## config.mk

```make
export PLATFORM = sky130hd
export DESIGN_NAME = coin_sequencer
export DESIGN_NICKNAME = d
export VERILOG_FILES = /design/src/rtl/coin_sequencer.sv
export SDC_FILE = /design/constraint.sdc
export NUM_CORES = 1
export LEC_CHECK = 0
export ABC_AREA = 1
export BUFFER_PORTS_ARGS = -buffer_cell sky130_fd_sc_hd__buf_2
export CORE_MARGIN = 10
export CORE_UTILIZATION = 60
export CTS_CLUSTER_SIZE = 14
export DETAILED_ROUTE_END_ITERATION = 8
export PLACE_DENSITY_LB_ADDON = 0.25
export SLEW_MARGIN = 25
export SYNTH_ARGS = -nofsm -noshare
export SYNTH_HDL_FRONTEND = slang
export SYNTH_SLANG_ARGS = --single-unit
```

## constraint.sdc

```tcl
create_clock -name clk -period 3.9 [get_ports clk]
set_input_delay 0.78 -clock clk [delete_from_list [all_inputs] [get_ports clk]]
set_output_delay 0.78 -clock clk [all_outputs]
set_load 0.02 [all_outputs]
```

## src/rtl/coin_sequencer.sv

```systemverilog
// rtl/coin_sequencer.sv - buffers coin pulses and replays them as spaced, exclusive tokens
// Defining COIN_SEQ_STATS_EN adds the saturating tokens_issued output.
module coin_sequencer #(
  parameter int CNT_W       = 3,
  parameter int HOLD_CYCLES = 4
) (
  input  logic        clk,
  input  logic        reset,
  input  logic        coin_one,
  input  logic        coin_two,
  input  logic        coin_five,
  input  logic        vm_d,
  output logic        one,
  output logic        two,
  output logic        five,
  output logic [2:0]  reject,
  output logic        busy
`ifdef COIN_SEQ_STATS_EN
  ,
  output logic [15:0] tokens_issued
`endif
);

  typedef enum logic [1:0] {
    IDLE  = 2'd0,
    ISSUE = 2'd1,
    GAP   = 2'd2,
    HOLD  = 2'd3
  } state_t;

  localparam logic [CNT_W-1:0] CNT_FULL  = {CNT_W{1'b1}};
  localparam logic [3:0]       HOLD_LOAD = 4'(HOLD_CYCLES);

  // Index 0 = one, 1 = two, 2 = five throughout.
  state_t           state;
  state_t           state_next;
  logic [CNT_W-1:0] cnt      [3];
  logic [CNT_W-1:0] cnt_next [3];
  logic [2:0]       coin;
  logic [2:0]       token;
  logic [2:0]       token_next;
  logic [2:0]       drop;
  logic [2:0]       pending;
  logic [3:0]       hold_cnt;
  logic             hold_zero;
  logic             any_pending;
  logic             busy_next;

  assign coin             = {coin_five, coin_two, coin_one};
  assign {five, two, one} = token;
  assign hold_zero        = (hold_cnt == 4'd0);
  assign any_pending      = |pending;

  // The token register is high only in ISSUE, so it doubles as the decrement strobe.
  always_comb begin
    for (int i = 0; i < 3; i++) begin
      cnt_next[i] = cnt[i];
      drop[i]     = 1'b0;
      pending[i]  = (cnt[i] != '0);
      if (coin[i] && !token[i]) begin
        if (cnt[i] == CNT_FULL) begin
          drop[i] = 1'b1;
        end else begin
          cnt_next[i] = cnt[i] + CNT_W'(1);
        end
      end else if (!coin[i] && token[i]) begin
        cnt_next[i] = cnt[i] - CNT_W'(1);
      end
    end
  end

  always_ff @(posedge clk) begin
    if (!reset) begin
      state <= IDLE;
    end else begin
      state <= state_next;
    end
  end

  // IDLE also waits out a vm_d seen this cycle so no token lands inside the hold window.
  always_comb begin
    state_next = state;
    case (state)
      IDLE: begin
        if (any_pending && hold_zero && !vm_d) begin
          state_next = ISSUE;
        end
      end
      ISSUE: begin
        state_next = GAP;
      end
      GAP: begin
        if (!hold_zero || vm_d) begin
          state_next = HOLD;
        end else if (any_pending) begin
          state_next = ISSUE;
        end else begin
          state_next = IDLE;
        end
      end
      HOLD: begin
        if (hold_zero) begin
          state_next = IDLE;
        end
      end
      default: begin
        state_next = IDLE;
      end
    endcase
  end

  // Selection uses the counters of the cycle before ISSUE so the token can be registered.
  always_comb begin
    token_next = 3'b000;
    if (state_next == ISSUE) begin
      if (pending[2]) begin
        token_next = 3'b100;
      end else if (pending[1]) begin
        token_next = 3'b010;
      end else begin
        token_next = 3'b001;
      end
    end
    busy_next = (state_next != IDLE);
    for (int i = 0; i < 3; i++) begin
      if (cnt_next[i] != '0) begin
        busy_next = 1'b1;
      end
    end
  end

  always_ff @(posedge clk) begin
    if (!reset) begin
      for (int i = 0; i < 3; i++) begin
        cnt[i] <= '0;
      end
      hold_cnt <= 4'd0;
      token    <= 3'b000;
      reject   <= 3'b000;
      busy     <= 1'b0;
    end else begin
      for (int i = 0; i < 3; i++) begin
        cnt[i] <= cnt_next[i];
      end
      if (vm_d) begin
        hold_cnt <= HOLD_LOAD;
      end else if (!hold_zero) begin
        hold_cnt <= hold_cnt - 4'd1;
      end
      token  <= token_next;
      reject <= drop;
      busy   <= busy_next;
    end
  end

`ifdef COIN_SEQ_STATS_EN
  always_ff @(posedge clk) begin
    if (!reset) begin
      tokens_issued <= 16'd0;
    end else if (state == ISSUE && tokens_issued != 16'hFFFF) begin
      tokens_issued <= tokens_issued + 16'd1;
    end
  end
`endif

endmodule

```

==> metrics.txt, run 1 <==
post-CTS setup buffers 0; Worst Path Class, Setup reg -> out; worst reg2reg path depth 12; CP Max Fanout 4; vias in the first global route 1031; Fmax achieved 585 MHz; core footprint 0.00198 mm^2; Synthesis Warnings 0; global placement routability congestion 0.852; syn avg cell area 6.77 um^2; area of the multi-input gates 699 um^2; synthesized net count 201; Final Max Slew Viols 0; slowest cell on the critical path dfxtp_1; Iteration-0 DRC Markers 54; Post-CTS Resized 0; share of cells above drive strength 1 0.151; P_leak 0.697 nW; n_diodes 0; clk buf depth 2; share of the synthesized area in the top cell type 0.352; Critical Path Start Type flop; num rows 16; nets 217; MaxCap Viol Count 0; total die area 0.00432 mm^2; status completed; antenna-violating nets left 0; Worst Path Buf+Inv 1; maximum number of pins on one net before global-route repair 17; DRC viols 0; most common cell after layout, fill and taps aside nand2_1; hpwl dp 1960 um; power per cell area 384 mW/mm^2; synthesized instance count 185; Tightest Hold Check Type reg -> reg; Yosys cell types 20; Slew HR 0.649; Num CTS Buffers 3; initial antenna violation count 0; Num Clock Sinks 22; # fillers 170; Clk pin slew, worst setup/hold paths 0.11 ns; Hold Vio Cnt, Final 0; Die X 65.7 um; synthesized area 0.00125 mm^2; Tmin final 1.71 ns; Required @ worst endpoint 3.12 ns; register bit total from synthesis 22; area grow syn2layout 8.99%; dominant synthesized flop cell dfxtp_1; CTS tree done; Final TNS setup 0 ns; global router's overall resource usage 0.113; FF/Latch Area 440 um^2; crit path DAT 0.93 ns; clock root cell clkbuf_4; WL/cell 10.6 um; Worst Tran Pin Value 0.525 ns; I/O pin total 13; setup violators final 0; die height 65.7 um; most frequent cells in the layout 44 x nand2_1, 30 x nor2_1, 26 x inv_1; total gr overflow 0; first-pass GRT wire length 4020 um; ranking of synthesized cells by area dfxtp_1 35%, nand2_1 13%, ha_1 10%; CP delay by family, top flip-flops; Yosys top cell by area dfxtp_1; worst ir drop on vdd 0.286 mV; vias per cell 5.00; Routed Wire Length 2390 um; period utilisation layout 0.438; critical path depth in cells 1; FFs w/ async S/R, synth 0; skew final 0.00144 ns; hold buffers post-CTS 0; RSZ-0062 raised after global routing no; starting density of the core 0.632; Critical Path Sink Type output port; WHS Path Cells 1; vias 1130; Post-synth EDFFs 0; final core occ 0.689; worst skew pair latency 0.30 ns; Pre-antenna DRT Iters 4; input/output buffers 12; slowest stage delay, CP 0.43 ns; H-tree depth 1; sequential share of the synthesized area 0.352; Cell Chain, Critical Path buf_2
[cells by family (layout without fill, tap and decap cells)]
group	after synthesis	count (layout)	synth area share
AO/OA/AOI/OAI	14	14	0.0599
flip-flops	22	22	0.352
AND/OR/NAND/NOR	109	109	0.399
adder cells (fa/ha/maj)	10	10	0.0999
buffers and inverters	30	44	0.0899
[Yosys cell counts (3+ instances only)]
master	n
nor3_1	3
ha_1	10
nor2_1	30
inv_1	26
nor2_2	5
a21oi_1	6
inv_2	3
nand3_1	18
nand2_1	44
o21ai_0	5
dfxtp_1	22
[metal layers]
layer	GRT usage	up-vias	wire, um
met5	0	-	0
met4	0.0455	0	0
met3	0.0356	0	141
met2	0.193	19	1200
met1	0.125	504	1050
li1	-	607	-
[cell type report]
class                           count  area share
Clock buffer                        3      0.0165
Inverter                           29      0.0797
Multi-Input combinational cell    133       0.512
Sequential cell                    22       0.323
Tap cell                           27      0.0247
Timing Repair Buffer               12      0.0440
[sequential cells by signal, indices dropped and copies added (netlist names)]
name      count
busy          1
cnt           9
hold_cnt      4
reject        3
state         2
token         3
[through the flow]
stage          hold WS (ns)  instance area, um^2  power, W  worst slack (ns)  cells
5_1_grt               0.519                 1370  0.000562              2.14    226
4_1_cts               0.500                 1370  0.000528              2.18    226
3_3_place_gp          0.463                 1340  0.000423              2.16    223
2_1_floorplan         0.444                 1250  0.000394              2.37    185
6_report              0.496                 1370  0.000524              2.19    226
3_5_place_dp          0.485                 1340  0.000429              2.13    223
[power breakdown]
group	switching [W]	internal, W
Sequential	0.0000188	0.000245
Combinational	0.000102	0.0000583
Clock	0.0000637	0.0000360
Total	0.000184	0.000339
[final timing paths]
path                               endpoint         from  slack (ns)
worst min-delay path            hold_cnt[0]  hold_cnt[0]        0.50
worst max-delay path                    one     token[0]        2.19
worst min register to register  hold_cnt[0]  hold_cnt[0]        0.50
worst max register to register         busy    cnt[0][3]        2.35
Note: power is estimated with default switching activity, not from simulation.
==> run 2: changes to the inputs <==
--- a/config.mk
+++ b/config.mk
@@ -8,7 +8,7 @@
 export ABC_AREA = 1
 export BUFFER_PORTS_ARGS = -buffer_cell sky130_fd_sc_hd__buf_2
 export CORE_MARGIN = 10
-export CORE_UTILIZATION = 60
+export CORE_UTILIZATION = 51
 export CTS_CLUSTER_SIZE = 14
 export DETAILED_ROUTE_END_ITERATION = 8
 export PLACE_DENSITY_LB_ADDON = 0.25
==> constraint.sdc (replaced) <==
create_clock -name clk -period 1.5 [get_ports clk]
set_input_delay 0.3 -clock clk [delete_from_list [all_inputs] [get_ports clk]]
set_output_delay 0.3 -clock clk [all_outputs]
set_load 0.02 [all_outputs]
==> metrics.txt, run 2 (synthesis results as in run 1) <==
Iteration-0 DRC Markers 105; Design Power 0.00150 W; maximum number of pins on one net before global-route repair 13; Cell Chain, Critical Path inv_2 -> ha_1 -> inv_1 -> nor2_2 -> nand3b_1 -> nand2_2 -> nand2_1 -> nor2_1 -> nand2_1 -> nor2_1 -> nor2_1; vias 1190; Clk pin slew, worst setup/hold paths 0.12 ns; GR met1 Demand/Resource 0.126; Tightest Hold Check Type in -> reg; Worst Tran Pin Value 0.295 ns; setup violators final 0; power per cell area 1020 mW/mm^2; core footprint 0.00228 mm^2; total die area 0.00484 mm^2; dpl ws -0.00230 ns; Hold Slack 0.239 ns; skew final 0.00151 ns; combinational group share of total power 0.322; # fillers 222; setup ws final 0.0973 ns; P_leak 0.733 nW; Num CTS Buffers 3; Fmax achieved 713 MHz; status completed; Hold Startpoint reset; Slew HR 0.803; n_diodes 0; Net Sw Power 0.000517 W; slowest stage delay, CP 0.36 ns; Top reg by flops cnt; WL/cell 11.4 um; MaxCap Viol Count 0; global placement routability congestion 0.848; clock root cell clkbuf_4; Sw Share 0.344; CP Max Fanout 3; GR Util met3 0.0285; crit path DAT 1.62 ns; slowest cell on the critical path dfxtp_2; worst r2r dst busy; reg2reg setup slack 0.1 ns; nets 222; Die X 69.6 um; finished layout cell area 0.00147 mm^2; DRC viols 0; most common cell after layout, fill and taps aside nand2_1; CTS tree done; Hold Vio Cnt, Final 0; Pre-antenna DRT Iters 4; GRT Max-Usage Layer met2; Top Registers cnt (9), hold_cnt (4); max FFs per register 9; WHS Endpoint token[2]; I/O pin total 13; Critical Path Start Type flop; num rows 17; most frequent cells in the layout 42 x nand2_1, 28 x nor2_1, 21 x inv_1; hold buffers post-CTS 0; clock network fraction of total power 0.217; die height 69.6 um; WHS Path Cells 3; antenna-violating nets left 0; worst skew pair latency 0.30 ns; Num Clock Sinks 22; clk buf depth 2; Critical Path Sink Type flop; Required @ worst endpoint 1.71 ns; Seq pwr share 0.461; final core occ 0.647; dpl cell area 0.00137 mm^2; global router's overall resource usage 0.106; H-tree depth 1; grt met2 use 0.177; most used cell, CP nor2_1; period utilisation layout 0.935; Worst Path Class, Setup reg -> reg; Final Max Slew Viols 0; total gr overflow 0; first-pass GRT wire length 4530 um; Critical R2R Launch cnt[0][6]; initial antenna violation count 0; vias in the first global route 1140; area grow syn2layout 17.5%; worst reg2reg path depth 11; starting density of the core 0.550; vias per cell 5.11; Routed Wire Length 2650 um; Tmin final 1.40 ns; cell-internal power 0.000985 W; hpwl dp 2120 um; worst ir drop on vdd 0.702 mV; share of cells above drive strength 1 0.259; input/output buffers 12; RSZ-0062 raised after global routing yes
-- run 2: changes by cell type in the layout (fill, tap and decap cells not counted), moves of 3 or more --
cell and delta:
inv_1 -5, dfxtp_1 -5, inv_2 +4, dfxtp_2 +4
ha_1 -3, buf_4 +5
-- run 2: power by group through the flow --
stage / clock network [W] / registers, W / logic, W
finish: 0.000327 / 0.000692 / 0.000483
global route: 0.000356 / 0.000701 / 0.000557
CTS: 0.000335 / 0.000685 / 0.000445
detailed placement: 0 / 0.000697 / 0.000443
global placement: 0 / 0.000695 / 0.000427
floorplan: 0 / 0.000699 / 0.000325
-- run 2: layer usage --
layer	wire (um)	vias up
met5	0	-
met4	29	0
met3	153	5
met2	1280	28
met1	1190	533
li1	-	624
-- run 2: how the worst max path moves through the flow --
| stage | startpoint | end | slack (ns) |
|---|---|---|---|
| after floorplan | cnt[0][3] | busy | 0.10 |
| after global placement | cnt[0][4] | busy | 0.04 |
| after detailed placement | cnt[0][3] | busy | -0.002 |
| after CTS | cnt[0][3] | busy | 0.02 |
| after global routing | cnt[0][3] | busy | -0.04 |
| final | cnt[0][6] | busy | 0.1 |
-- run 2: cell type report --
cell class | instances | area [um^2] | share of cell area
Multi-Input combinational cell | 133 | 742 | 0.504
Clock buffer | 4 | 36.3 | 0.0247
Sequential cell | 22 | 449 | 0.305
Tap cell | 28 | 35.0 | 0.0238
Inverter | 29 | 111 | 0.0757
Timing Repair Buffer | 17 | 97.6 | 0.0663
-- run 2: critical path, delay by kind of cell, from the launching register on --
family                   cells  cell delay [ns]
AND/OR/NAND/NOR              8             0.70
adder cells (fa/ha/maj)      1             0.14
buffers and inverters        2             0.12
flip-flops                   1             0.36
-- run 2: metrics by stage --
| step | instances | TNS (ns) |
|---|---|---|
| after detailed placement | 228 | -0.00230 |
| after floorplan | 185 | 0 |
| final | 233 | 0 |
| after CTS | 232 | 0 |
| after global routing | 233 | -0.0392 |
| after global placement | 228 | 0 |
-- run 2: repair_timing --
action	in CTS	in global routing
setup endpoints to repair	1	1
hold endpoints to repair	0	0
setup buffers	0	1
resized for setup	2	19
cloned	0	0
pin swaps	0	5
==> run 3: changes to the inputs <==
--- a/config.mk
+++ b/config.mk
@@ -6,11 +6,11 @@
 export NUM_CORES = 1
 export LEC_CHECK = 0
 export ABC_AREA = 1
-export BUFFER_PORTS_ARGS = -buffer_cell sky130_fd_sc_hd__buf_2
 export CORE_MARGIN = 10
-export CORE_UTILIZATION = 51
+export CORE_UTILIZATION = 30
 export CTS_CLUSTER_SIZE = 14
 export DETAILED_ROUTE_END_ITERATION = 8
+export DONT_BUFFER_PORTS = 1
 export PLACE_DENSITY_LB_ADDON = 0.25
 export SLEW_MARGIN = 25
 export SYNTH_ARGS = -nofsm -noshare
==> metrics.txt, run 3 (synthesis results as in run 1) <==
P_leak 0.726 nW; slowest stage delay, CP 0.34 ns; RSZ-0062 raised after global routing yes; Hold Slack 0.163 ns; share of cells above drive strength 1 0.198; Tmin final 1.45 ns; vias 1094; Tightest Hold Check Type in -> reg; finished layout cell area 0.00149 mm^2; input/output buffers 0; Worst Tran Pin Value 0.304 ns; Num CTS Buffers 3; Worst Path Buf+Inv 2; DRC viols 0; total die area 0.00716 mm^2; antenna-violating nets left 0; starting density of the core 0.311; period utilisation layout 0.970; skew final 0.00223 ns; total gr overflow 0; hold buffers post-CTS 0; initial antenna violation count 0; crit path DAT 1.61 ns; global router's overall resource usage 0.0704; CTS tree done; n_diodes 0; die height 84.6 um; Slew HR 0.796; Worst Path Class, Setup reg -> reg; max FFs per register 9; most used cell, CP nor2_1; setup violators final 0; MaxCap Viol Count 0; Hold Vio Cnt, Final 0; area grow syn2layout 19.1%; most common cell after layout, fill and taps aside nand2_1; maximum number of pins on one net before global-route repair 13; H-tree depth 1; dpl cell area 0.00141 mm^2; num rows 23; power per cell area 1060 mW/mm^2; Num Clock Sinks 22; nets 219; Top Registers cnt (9), hold_cnt (4); slowest cell on the critical path dfxtp_2; WL/cell 10.1 um; core footprint 0.00403 mm^2; CP delay by family, top simple AND/OR/NAND/NOR gates; Pre-antenna DRT Iters 4; global placement routability congestion 0.757; clock root cell clkbuf_8; vias in the first global route 985; vias per cell 4.34; Critical Path Sink Type flop; clk buf depth 2; Critical Path Start Type flop; Fmax achieved 687 MHz; Cell Chain, Critical Path inv_1 -> ha_4 -> inv_2 -> nand2_2 -> nand2_1 -> nor2_1 -> nor2_1 -> nand2_1 -> nor2_2 -> nand2_1 -> nor2_1 -> nor2_1; first-pass GRT wire length 4300 um; Clk pin slew, worst setup/hold paths 0.08 ns; CP Max Fanout 3; status completed; Die X 84.6 um; Iteration-0 DRC Markers 37; Required @ worst endpoint 1.66 ns; # fillers 453; Routed Wire Length 2550 um; I/O pin total 13; worst ir drop on vdd 0.402 mV; Final Max Slew Viols 0; Final TNS setup 0 ns; Top reg by flops cnt; hpwl dp 2070 um; worst skew pair latency 0.26 ns; most frequent cells in the layout 42 x nand2_1, 30 x nor2_1, 24 x inv_1
## run 3: changes by cell type in the layout (fill, tap and decap cells not counted), sizes merged
cell and delta:
buf -3
## run 3: layout make-up
class | count | area, um^2 | area share
Clock buffer | 4 | 55.1 | 0.0369
Inverter | 29 | 109 | 0.0730
Multi-Input combinational cell | 133 | 717 | 0.481
Sequential cell | 22 | 443 | 0.297
Tap cell | 50 | 62.6 | 0.0419
Timing Repair Buffer | 14 | 105 | 0.0705
## run 3: metrics by stage
stage | power (W) | cells | worst slack, ns | util
2_1_floorplan | 0.00102 | 185 | 0.104 | -
3_3_place_gp | 0.00116 | 247 | -0.0568 | 0.350
3_5_place_dp | 0.00115 | 247 | -0.0152 | 0.350
4_1_cts | 0.00158 | 251 | 0.00528 | 0.364
5_1_grt | 0.00171 | 252 | -0.157 | 0.370
6_report | 0.00158 | 252 | 0.0454 | 0.370
## run 3: path summary, 6_finish.rpt
kind,depth (start not counted),startpoint,slack [ns],endpoint
worst min register to register,1,hold_cnt[3],0.50,hold_cnt[3]
worst min-delay path,2,reset,0.16,token[2]
worst max-delay path,12,cnt[0][3],0.05,busy
worst max register to register,12,cnt[0][3],0.05,busy
## run 3: per-layer routing
layer,track usage,wire length (um),up-vias
met5,0,0,-
met4,0.0269,23,0
met3,0.0232,136,2
met2,0.105,1120,9
met1,0.0909,1270,471
li1,-,-,612
## run 3: timing repair
item | CTS | global route
buffers inserted | 0 | 1
pin swaps | 1 | 5
setup endpoints to repair | 1 | 1
resized for setup | 2 | 5
## run 3: power by group
group / leakage (nW) / total [W] / switching, W / internal, W
clock network: 0.0288 / 0.000424 / 0.000190 / 0.000234
registers: 0.181 / 0.000689 / 0.0000507 / 0.000638
logic: 0.517 / 0.000468 / 0.000269 / 0.000199
total: 0.726 / 0.00158 / 0.000510 / 0.00107
## run 3: worst reg2reg max path, cell delays in order (launching register included)
cell and delay, ns:
dfxtp_2 0.34, inv_1 0.10, ha_4 0.20, inv_2 0.05
nand2_2 0.04, nand2_1 0.05, nor2_1 0.04, nor2_1 0.14
nand2_1 0.09, nor2_2 0.11, nand2_1 0.06, nor2_1 0.10
nor2_1 0.04
